===== src/rtl/alarm_sequencer_pkg.sv =====
// alarm_sequencer_pkg: shared state encoding and widths for the alarm sequencer.
// Contents: state_t (DISARMED..SILENCED), STATE_W, DEB_W, is_alert().
package alarm_sequencer_pkg;

    localparam int STATE_W = 3;
    localparam int DEB_W   = 8;

    typedef enum logic [STATE_W-1:0] {
        ST_DISARMED = 3'd0,
        ST_ARMED    = 3'd1,
        ST_PENDING  = 3'd2,
        ST_ALARM    = 3'd3,
        ST_SILENCED = 3'd4
    } state_t;

    function automatic logic is_alert(input state_t s);
        return (s == ST_ALARM) || (s == ST_SILENCED);
    endfunction

endpackage


===== src/rtl/alarm_sequencer_if.sv =====
// alarm_sequencer_if: control inputs and status outputs of the alarm sequencer.
// master drives arm/ack/alarm_in/sensors; slave drives siren/alarm_active/state_o/cause/event_cnt.
interface alarm_sequencer_if
    import alarm_sequencer_pkg::*;
#(
    parameter int CNT_W = 8
);
    logic               arm;
    logic               ack;
    logic               alarm_in;
    logic [2:0]         sensors;
    logic               siren;
    logic               alarm_active;
    logic [STATE_W-1:0] state_o;
    logic [2:0]         cause;
    logic [CNT_W-1:0]   event_cnt;

    modport master (
        output arm, ack, alarm_in, sensors,
        input  siren, alarm_active, state_o, cause, event_cnt
    );

    modport slave (
        input  arm, ack, alarm_in, sensors,
        output siren, alarm_active, state_o, cause, event_cnt
    );
endinterface


===== src/rtl/alarm_debounce.sv =====
// alarm_debounce: consecutive-sample counter; hit flags the CYC-th high sample.
// Ports: clk, rst_n, clr (sync clear), sample (input level), hit (combinational).
module alarm_debounce
    import alarm_sequencer_pkg::*;
#(
    parameter int CYC = 4
) (
    input  logic clk,
    input  logic rst_n,
    input  logic clr,
    input  logic sample,
    output logic hit
);

    logic [DEB_W-1:0] cnt_q;

    always_ff @(posedge clk or negedge rst_n) begin
        if (!rst_n) begin
            cnt_q <= '0;
        end else if (clr || !sample) begin
            cnt_q <= '0;
        end else if (cnt_q != '1) begin
            cnt_q <= cnt_q + DEB_W'(1);
        end
    end

    // The sample arriving now is the CYC-th in a row.
    assign hit = sample && !clr && (32'(cnt_q) == CYC - 1);

endmodule


===== src/rtl/alarm_sequencer.sv =====
// alarm_sequencer: debounces alarm_in, latches cause, pulses siren, counts events.
// Ports: clk, rst_n (async low), bus (alarm_sequencer_if.slave).
// Option: ALARM_AUTO_REARM_EN lets SILENCED return to ARMED after a quiet period.
module alarm_sequencer
    import alarm_sequencer_pkg::*;
#(
    parameter int DEBOUNCE_CYC  = 4,
    parameter int SIREN_ON      = 8,
    parameter int SIREN_OFF     = 8,
    parameter int ALARM_TIMEOUT = 64,
    parameter int CNT_W         = 8
) (
    input  logic                 clk,
    input  logic                 rst_n,
    alarm_sequencer_if.slave     bus
);

    localparam int PER = SIREN_ON + SIREN_OFF;
    localparam int PW  = (PER > 1) ? $clog2(PER) : 1;
    localparam int TW  = (ALARM_TIMEOUT > 1) ? $clog2(ALARM_TIMEOUT) : 1;

    state_t           state_q, state_n;
    logic [PW-1:0]    phase_q, phase_n;
    logic [TW-1:0]    timer_q, timer_n;
    logic             siren_q, siren_n;
    logic             active_q, active_n;
    logic [2:0]       cause_q;
    logic [CNT_W-1:0] cnt_q;
    logic             enter_alarm;
    logic             trip_clr;
    logic             trip_hit;
    logic             rearm_hit;
    logic             tmo_hit;

    assign trip_clr = !bus.arm ||
                      !(state_q == ST_ARMED || state_q == ST_PENDING);

    alarm_debounce #(.CYC(DEBOUNCE_CYC)) u_trip (
        .clk    (clk),
        .rst_n  (rst_n),
        .clr    (trip_clr),
        .sample (bus.alarm_in),
        .hit    (trip_hit)
    );

`ifdef ALARM_AUTO_REARM_EN
    logic rearm_clr;

    assign rearm_clr = !bus.arm || (state_q != ST_SILENCED);

    alarm_debounce #(.CYC(DEBOUNCE_CYC)) u_rearm (
        .clk    (clk),
        .rst_n  (rst_n),
        .clr    (rearm_clr),
        .sample (!bus.alarm_in),
        .hit    (rearm_hit)
    );
`else
    assign rearm_hit = 1'b0;
`endif

    // timer_q counts completed ALARM cycles; zero timeout disables it.
    assign tmo_hit = (ALARM_TIMEOUT != 0) &&
                     (32'(timer_q) == ALARM_TIMEOUT - 1);

    always_comb begin
        state_n     = state_q;
        phase_n     = '0;
        timer_n     = '0;
        siren_n     = 1'b0;
        active_n    = 1'b0;
        enter_alarm = 1'b0;

        if (!bus.arm) begin
            state_n = ST_DISARMED;
        end else begin
            unique case (state_q)
                ST_DISARMED: state_n = ST_ARMED;
                ST_ARMED: begin
                    if (bus.alarm_in) state_n = ST_PENDING;
                end
                ST_PENDING: begin
                    if (!bus.alarm_in) state_n = ST_ARMED;
                    else if (trip_hit) state_n = ST_ALARM;
                end
                ST_ALARM: begin
                    if (bus.ack || tmo_hit) state_n = ST_SILENCED;
                end
                ST_SILENCED: begin
                    if (rearm_hit) state_n = ST_ARMED;
                end
                default: state_n = ST_DISARMED;
            endcase
        end

        enter_alarm = (state_n == ST_ALARM) && (state_q != ST_ALARM);

        if (state_q == ST_ALARM && !enter_alarm) begin
            timer_n = timer_q + TW'(1);
            if (32'(phase_q) != PER - 1) phase_n = phase_q + PW'(1);
        end

        // Siren and active are registered from the next-cycle view.
        siren_n  = (state_n == ST_ALARM) && (32'(phase_n) < SIREN_ON);
        active_n = is_alert(state_n);
    end

    always_ff @(posedge clk or negedge rst_n) begin
        if (!rst_n) begin
            state_q  <= ST_DISARMED;
            phase_q  <= '0;
            timer_q  <= '0;
            siren_q  <= 1'b0;
            active_q <= 1'b0;
            cause_q  <= '0;
            cnt_q    <= '0;
        end else begin
            state_q  <= state_n;
            phase_q  <= phase_n;
            timer_q  <= timer_n;
            siren_q  <= siren_n;
            active_q <= active_n;
            if (enter_alarm) begin
                cause_q <= bus.sensors;
                if (cnt_q != '1) cnt_q <= cnt_q + CNT_W'(1);
            end
        end
    end

    assign bus.state_o      = state_q;
    assign bus.siren        = siren_q;
    assign bus.alarm_active = active_q;
    assign bus.cause        = cause_q;
    assign bus.event_cnt    = cnt_q;

endmodule


===== src/flat_wrapper.sv =====
// flat-port wrapper written by rule: the top's interface ports become plain ports
module alarm_sequencer_flat import alarm_sequencer_pkg::*;
#(
    parameter int DEBOUNCE_CYC  = 4,
    parameter int SIREN_ON      = 8,
    parameter int SIREN_OFF     = 8,
    parameter int ALARM_TIMEOUT = 64,
    parameter int CNT_W         = 8
)
  (clk, rst_n, bus_arm, bus_ack, bus_alarm_in, bus_sensors, bus_siren, bus_alarm_active, bus_state_o, bus_cause, bus_event_cnt);
  alarm_sequencer_if #(.CNT_W(CNT_W)) bus_i ();
  input  logic clk;
  input  logic rst_n;
  input wire logic [$bits(bus_i.arm)-1:0] bus_arm;
  input wire logic [$bits(bus_i.ack)-1:0] bus_ack;
  input wire logic [$bits(bus_i.alarm_in)-1:0] bus_alarm_in;
  input wire logic [$bits(bus_i.sensors)-1:0] bus_sensors;
  output wire logic [$bits(bus_i.siren)-1:0] bus_siren;
  output wire logic [$bits(bus_i.alarm_active)-1:0] bus_alarm_active;
  output wire logic [$bits(bus_i.state_o)-1:0] bus_state_o;
  output wire logic [$bits(bus_i.cause)-1:0] bus_cause;
  output wire logic [$bits(bus_i.event_cnt)-1:0] bus_event_cnt;
  assign bus_i.arm = bus_arm;
  assign bus_i.ack = bus_ack;
  assign bus_i.alarm_in = bus_alarm_in;
  assign bus_i.sensors = bus_sensors;
  assign bus_siren = bus_i.siren;
  assign bus_alarm_active = bus_i.alarm_active;
  assign bus_state_o = bus_i.state_o;
  assign bus_cause = bus_i.cause;
  assign bus_event_cnt = bus_i.event_cnt;
  alarm_sequencer #(.DEBOUNCE_CYC(DEBOUNCE_CYC), .SIREN_ON(SIREN_ON), .SIREN_OFF(SIREN_OFF), .ALARM_TIMEOUT(ALARM_TIMEOUT), .CNT_W(CNT_W)) u_core (.clk(clk), .rst_n(rst_n), .bus(bus_i));
endmodule

===== config.mk =====
export PLATFORM = sky130hd
export DESIGN_NAME = alarm_sequencer_flat
export DESIGN_NICKNAME = d
export VERILOG_FILES = /design/src/rtl/alarm_sequencer_pkg.sv /design/src/rtl/alarm_sequencer_if.sv /design/src/rtl/alarm_debounce.sv /design/src/rtl/alarm_sequencer.sv /design/src/flat_wrapper.sv
export SDC_FILE = /design/constraint.sdc
export NUM_CORES = 1
export LEC_CHECK = 0
export ABC_AREA = 1
export CAP_MARGIN = 20
export CORE_MARGIN = 4
export CORE_UTILIZATION = 30
export DETAILED_ROUTE_END_ITERATION = 8
export PLACE_DENSITY = 0.61
export SYNTH_ARGS = -nofsm -noshare
export SYNTH_HDL_FRONTEND = slang
export SYNTH_SLANG_ARGS = --single-unit

===== constraint.sdc =====
create_clock -name clk -period 3.52 [get_ports clk]
set_input_delay 0.704 -clock clk [delete_from_list [all_inputs] [get_ports clk]]
set_output_delay 0.704 -clock clk [all_outputs]
set_load 0.05 [all_outputs]

* Word-level counts from Yosys, hierarchy flattened
Cells that the tools add are included.
** Storage, ports and cells
- Bits in registers :: 34
- Bits of input ports :: 8
- Output and inout port bits :: 16
- Logic and storage cells :: 54
** Cells by class
- Add/sub/neg operators :: 4
- Magnitude comparators :: 1
- Eq/ne operators :: 12
- Muxes and demuxes :: 11
- Reduce and logical (&&, ||, !) cells :: 18
** Operators with widths (number)
- $add 8x1->8 const B :: 2
- $mux 8 :: 2
- $ne 8x8->1 const B :: 2
- $mux 3 :: 5
- $pmux 3 s5 :: 1
- $eq 3x2->1 const B :: 3
- $eq 8x2->1 const B :: 1
- $mux 4 :: 2
- $add 6x1->6 const B :: 1
- $eq 3x3->1 const B :: 2
- $eq 6x6->1 const B :: 1
- $mux 6 :: 1
- $logic_and 1x1->1 :: 5
- $logic_not 1->1 :: 5
- $logic_or 1x1->1 :: 5
- $add 4x1->4 const B :: 1
- $lt 4x4->1 const B :: 1
- $ne 4x4->1 const B :: 1
- $eq 3x1->1 const B :: 1
- $logic_not 3->1 :: 1
- $ne 3x2->1 const B :: 1
- $reduce_and 2->1 :: 1
- $reduce_bool 2->1 :: 1

* Longest topological paths before layout
- Depth after elaboration :: 18
- Gate-level depth with buffers :: 9
- Gate-level depth less buffers :: 9

* Hierarchy
From an unflattened synthesis, not the netlist that was laid out.
** Second synthesis, totals
- Cell total of the unflattened synthesis :: 213
- Area total of the unflattened synthesis :: 1839.3 µm²
** Modules (own cells, without submodules)
- alarm_sequencer :: times used 1, cells each 146, area an instance 1337.5 µm², sequential area each 650.6 µm²
- alarm_debounce :: times used 1, cells each 67, area an instance 501.7 µm², sequential area each 200.2 µm²

* Worst setup path after synthesis
Ideal clock, no wire load.
- Kind :: register -> register
- From :: register u_core.cnt_q[0], in the netlist u_core.bus.event_cnt[0]
- To :: register u_core.cnt_q[2], in the netlist u_core.bus.event_cnt[2]
- Library setup time :: 65 ps
- Arrival :: 1626 ps
- Required time :: 3455 ps
- Setup slack :: 1828 ps
- Cell stages (with the launch flop) :: 8
- Buffers on the path :: 0
- Period minus slack after synthesis :: 1692 ps
- Cell sequence :: dfrtp_1 -> ha_1 -> nand2_1 -> nor2_4 -> nand3_2 -> nand2_2 -> nand2_1 -> nand2_1
** On the way
- Longest elaborated chain between the ends :: 2
- Elaborated cells between the ends (all ways) :: 3
- Those cells by class :: add/sub (1); eq/ne (1); reduce/logical (1)
** Ends and longest elaborated chain
- from (decl) :: RTL line alarm_sequencer.sv:28 : logic [CNT_W-1:0] cnt_q;
- from (signal assigned) :: RTL line alarm_sequencer.sv:125 : if (cnt_q != '1) cnt_q <= cnt_q + CNT_W'(1);
- branches (longest 2 deep; another with $add 8x1->8)
Several ways; the timed one is not identified.
A chain may end at the register's enable or synchronous reset.

* Final worst setup path
- From :: register u_core.state_q[2], in the netlist u_core.bus.state_o[2]
- To :: output bus_state_o[2]
** RTL lines
- from (decl) :: RTL line alarm_sequencer.sv:22 : state_t state_q, state_n;
- from (signal assigned) :: RTL line alarm_sequencer.sv:118 : state_q <= state_n;
- to (decl) :: RTL line flat_wrapper.sv:20 : output wire logic [$bits(bus_i.state_o)-1:0] bus_state_o;
No word-level cell between the ends.

==> reports/metrics.yaml <==
status: "finished, final reports clean"
hold_path.class: "reg2reg"
die_area_um2: 7050
max-vdd-ir-drop_uv: 113
syn_to_final_growth_pct: 22.8
drtAntennaViolNets: 0
critPathSlowestCell: "clkdlybuf4s50_1"
fin_crit_ps: 2290
drive_gt1_share_pct: 8.30
gp_congestion: 0.757
htreeDepth: 2
fin_setup_tns_ps: 0
drt_iter0_drc: 40
ys_ff_latch: 34
finalHoldViolCount: 0
ctsHoldBuffers: 0
tritoncts: "built"
worstSetupPathType: "reg2out"
synth_top_cell_by_area: "dfrtp_1"
cp_cell_sequence: "clkdlybuf4s50_1"
switching_share_pct: 24.9
antenna_cells: 0
dieWidth_um: 84.0
num_vias: 1395
num-fill-cells: 598
crit_path_max_incr_delay_ps: 840
required_ps: 2820
crit_fanout: 5
wl_per_cell_um: 10.7
final.setup_skew_ps: 5.34
clkPwrFrac_pct: 36.5
core_um2: 5540
crit_buf_inv: 1
syn_inst: 211
grt_max_degree: 35
fp-row-count: 27
p_int_uw: 551
synth_most_common_cell: "nand2_1"
synth.area.top_cells: "dfrtp_1 (49%), nand2_1 (13%), nand3_1 (5.8%)"
pwr-share-comb_pct: 8.8
initial_core_util_pct: 31.3
drv_cap: 0
switchingPower_uw: 183
critPathLaunchType: "register"
fin_crit_sh_pct: 65.0
clkTransAtPathRegs_ps: 70
power_frac_seq_pct: 54.7
syn_nets: 223
clockBufferDepth: 2
slew_headroom_pct: 66.7
port_buffers: 23
first_pass_iters: 4
drcViolationCount: 0
yosysUniqueCellTypes: 25
viasPerCell: 4.46
syn_area_per_cell_um2: 8.21
routed_wl_um: 3350
worst_pin_slew_ps: 498
power.total_uw: 735
ys_async_sr_fraction_pct: 100
finalSetupViolations: 0
post-synth-top-area-fraction_pct: 49.1
numCtsBuffers: 5
rsz0062_at_grt: "false"
hpwlAfterDp_um: 2520
pre_cts_slack_ps: 1330
cts.sinks: 34
crit_arrival_ps: 1580
clk_latency_ps: 280
yosys_warnings: 0
post_cts_buffers: 0
power_leakage_uw: 0.00101
grt_pass1_vias: 1450
finalMaxSlewViolations: 0
synthFlopType: "dfrtp_1"
worst_setup_path_end_kind: "output pin"
max_clock_freq_mhz: 437
finish.utilization_pct: 38.4
synthesis.area_um2: 1730
antenna_found_initial: 0
die_h_um: 84.0
root_buffer: "clkbuf_8"
synth_edf_count: 0
grt_usage_pct: 11.0
critical_path.top_delay_family: "buffers and inverters"
cts_resized: 0
setup_ws_ps: 1230
fin_nets: 253
pin_count: 24
grt_pass1_wl_um: 6240
overflow: 0
yosysSeqAreaShare_pct: 49.1
p_per_area_nw_per_um2: 345
synth_commonest_cells: "nand2_1 (60), dfrtp_1 (34), inv_1 (23)"
## layout make-up
class                      instances  area (um2)  share of cell area, %
timing repair buffer              24         238                   11.2
clock inverter                     2        10.0                  0.471
sequential                        34         851                   40.0
multi-input combinational        152         779                   36.6
clock buffer                       5        68.8                   3.24
tap                               72        90.1                   4.24
inverter                          24        90.1                   4.24
## worst register-to-register path: stages (launching register included)
cell and delay (ps):
dfrtp_1 410, ha_1 270, nand3_1 140, nor2_1 220, nand4_2 220, nor2_2 170
nand2_1 80, o21ai_2 50
## worst paths after layout
kind	slack (ps)	to	startpoint	cells after the start
worst max register to register	1890	u_core.u_trip.cnt_q[0]	u_core.u_trip.cnt_q[0]	7
worst min register to register	460	u_core.phase_q[0]	u_core.phase_q[0]	1
max in group asynchronous	2390	u_core.timer_q[3]	rst_n	2
worst max-delay path	1230	bus_state_o[2]	u_core.bus.state_o[2]	1
min in group asynchronous	830	u_core.bus.alarm_active	rst_n	2
worst min-delay path	460	u_core.phase_q[0]	u_core.phase_q[0]	1
## metal layers
metal  up-vias  GRT usage (%)  part of all wire [%]
met5         -              0                     0
met4         0           4.82                   1.9
met3         7           3.36                   4.4
met2        24           16.8                    42
met1       629           14.2                    52
li1        735              -                     -
## through the flow
step	cells	area (um2)	hold slack (ps)
after floorplan	211	1730	408
final	313	2130	461
after detailed placement	306	2050	453
after global routing	313	2130	482
after global placement	306	2050	455
after CTS	313	2130	465
## cell families after synthesis
family,count (synthesis),synth area share [%]
XOR/XNOR,7,3.54
flip-flops,34,49.1
AND/OR/NAND/NOR,117,31.1
AO/OA/AOI/OAI,24,7.51
buffers and inverters,25,5.85
adder cells (fa/ha/maj),4,2.89
## placed cells by master (no fill, tap or decap)
cell type        instances
xnor2_1                  2
o21a_1                   1
ha_1                     4
nor2_2                   1
nand3_2                  2
a21oi_1                 11
clkdlybuf4s50_1         23
nand4_1                  2
inv_1                   23
nand4_2                  2
nand3_1                 20
nand2_1                 60
inv_2                    1
nand3b_1                 1
buf_4                    1
o21ai_0                  9
nand2_2                  2
a211oi_1                 1
clkbuf_8                 5
nor2_1                  21
a31oi_1                  1
o21ai_2                  1
dfrtp_1                 34
xor2_1                   5
nor2_4                   3
nor3_1                   2
and2_1                   1
clkinv_2                 2
## state kept, by name (all words and copies together) (netlist names)
signal                   count
u_core.bus.alarm_active      1
u_core.bus.event_cnt         8
u_core.phase_q               4
u_core.u_trip.cnt_q          8
u_core.bus.siren             1
u_core.timer_q               6
u_core.bus.state_o           3
u_core.bus.cause             3
## power by group through the flow
stage | registers [uW] | logic [uW] | clock network, uW
detailed placement | 409 | 66.6 | 0
CTS | 402 | 66.7 | 281
global placement | 409 | 66.0 | 0
finish | 402 | 64.7 | 268
floorplan | 422 | 21.5 | 0
global route | 402 | 73.1 | 298
(Power assumes the default switching activity.)
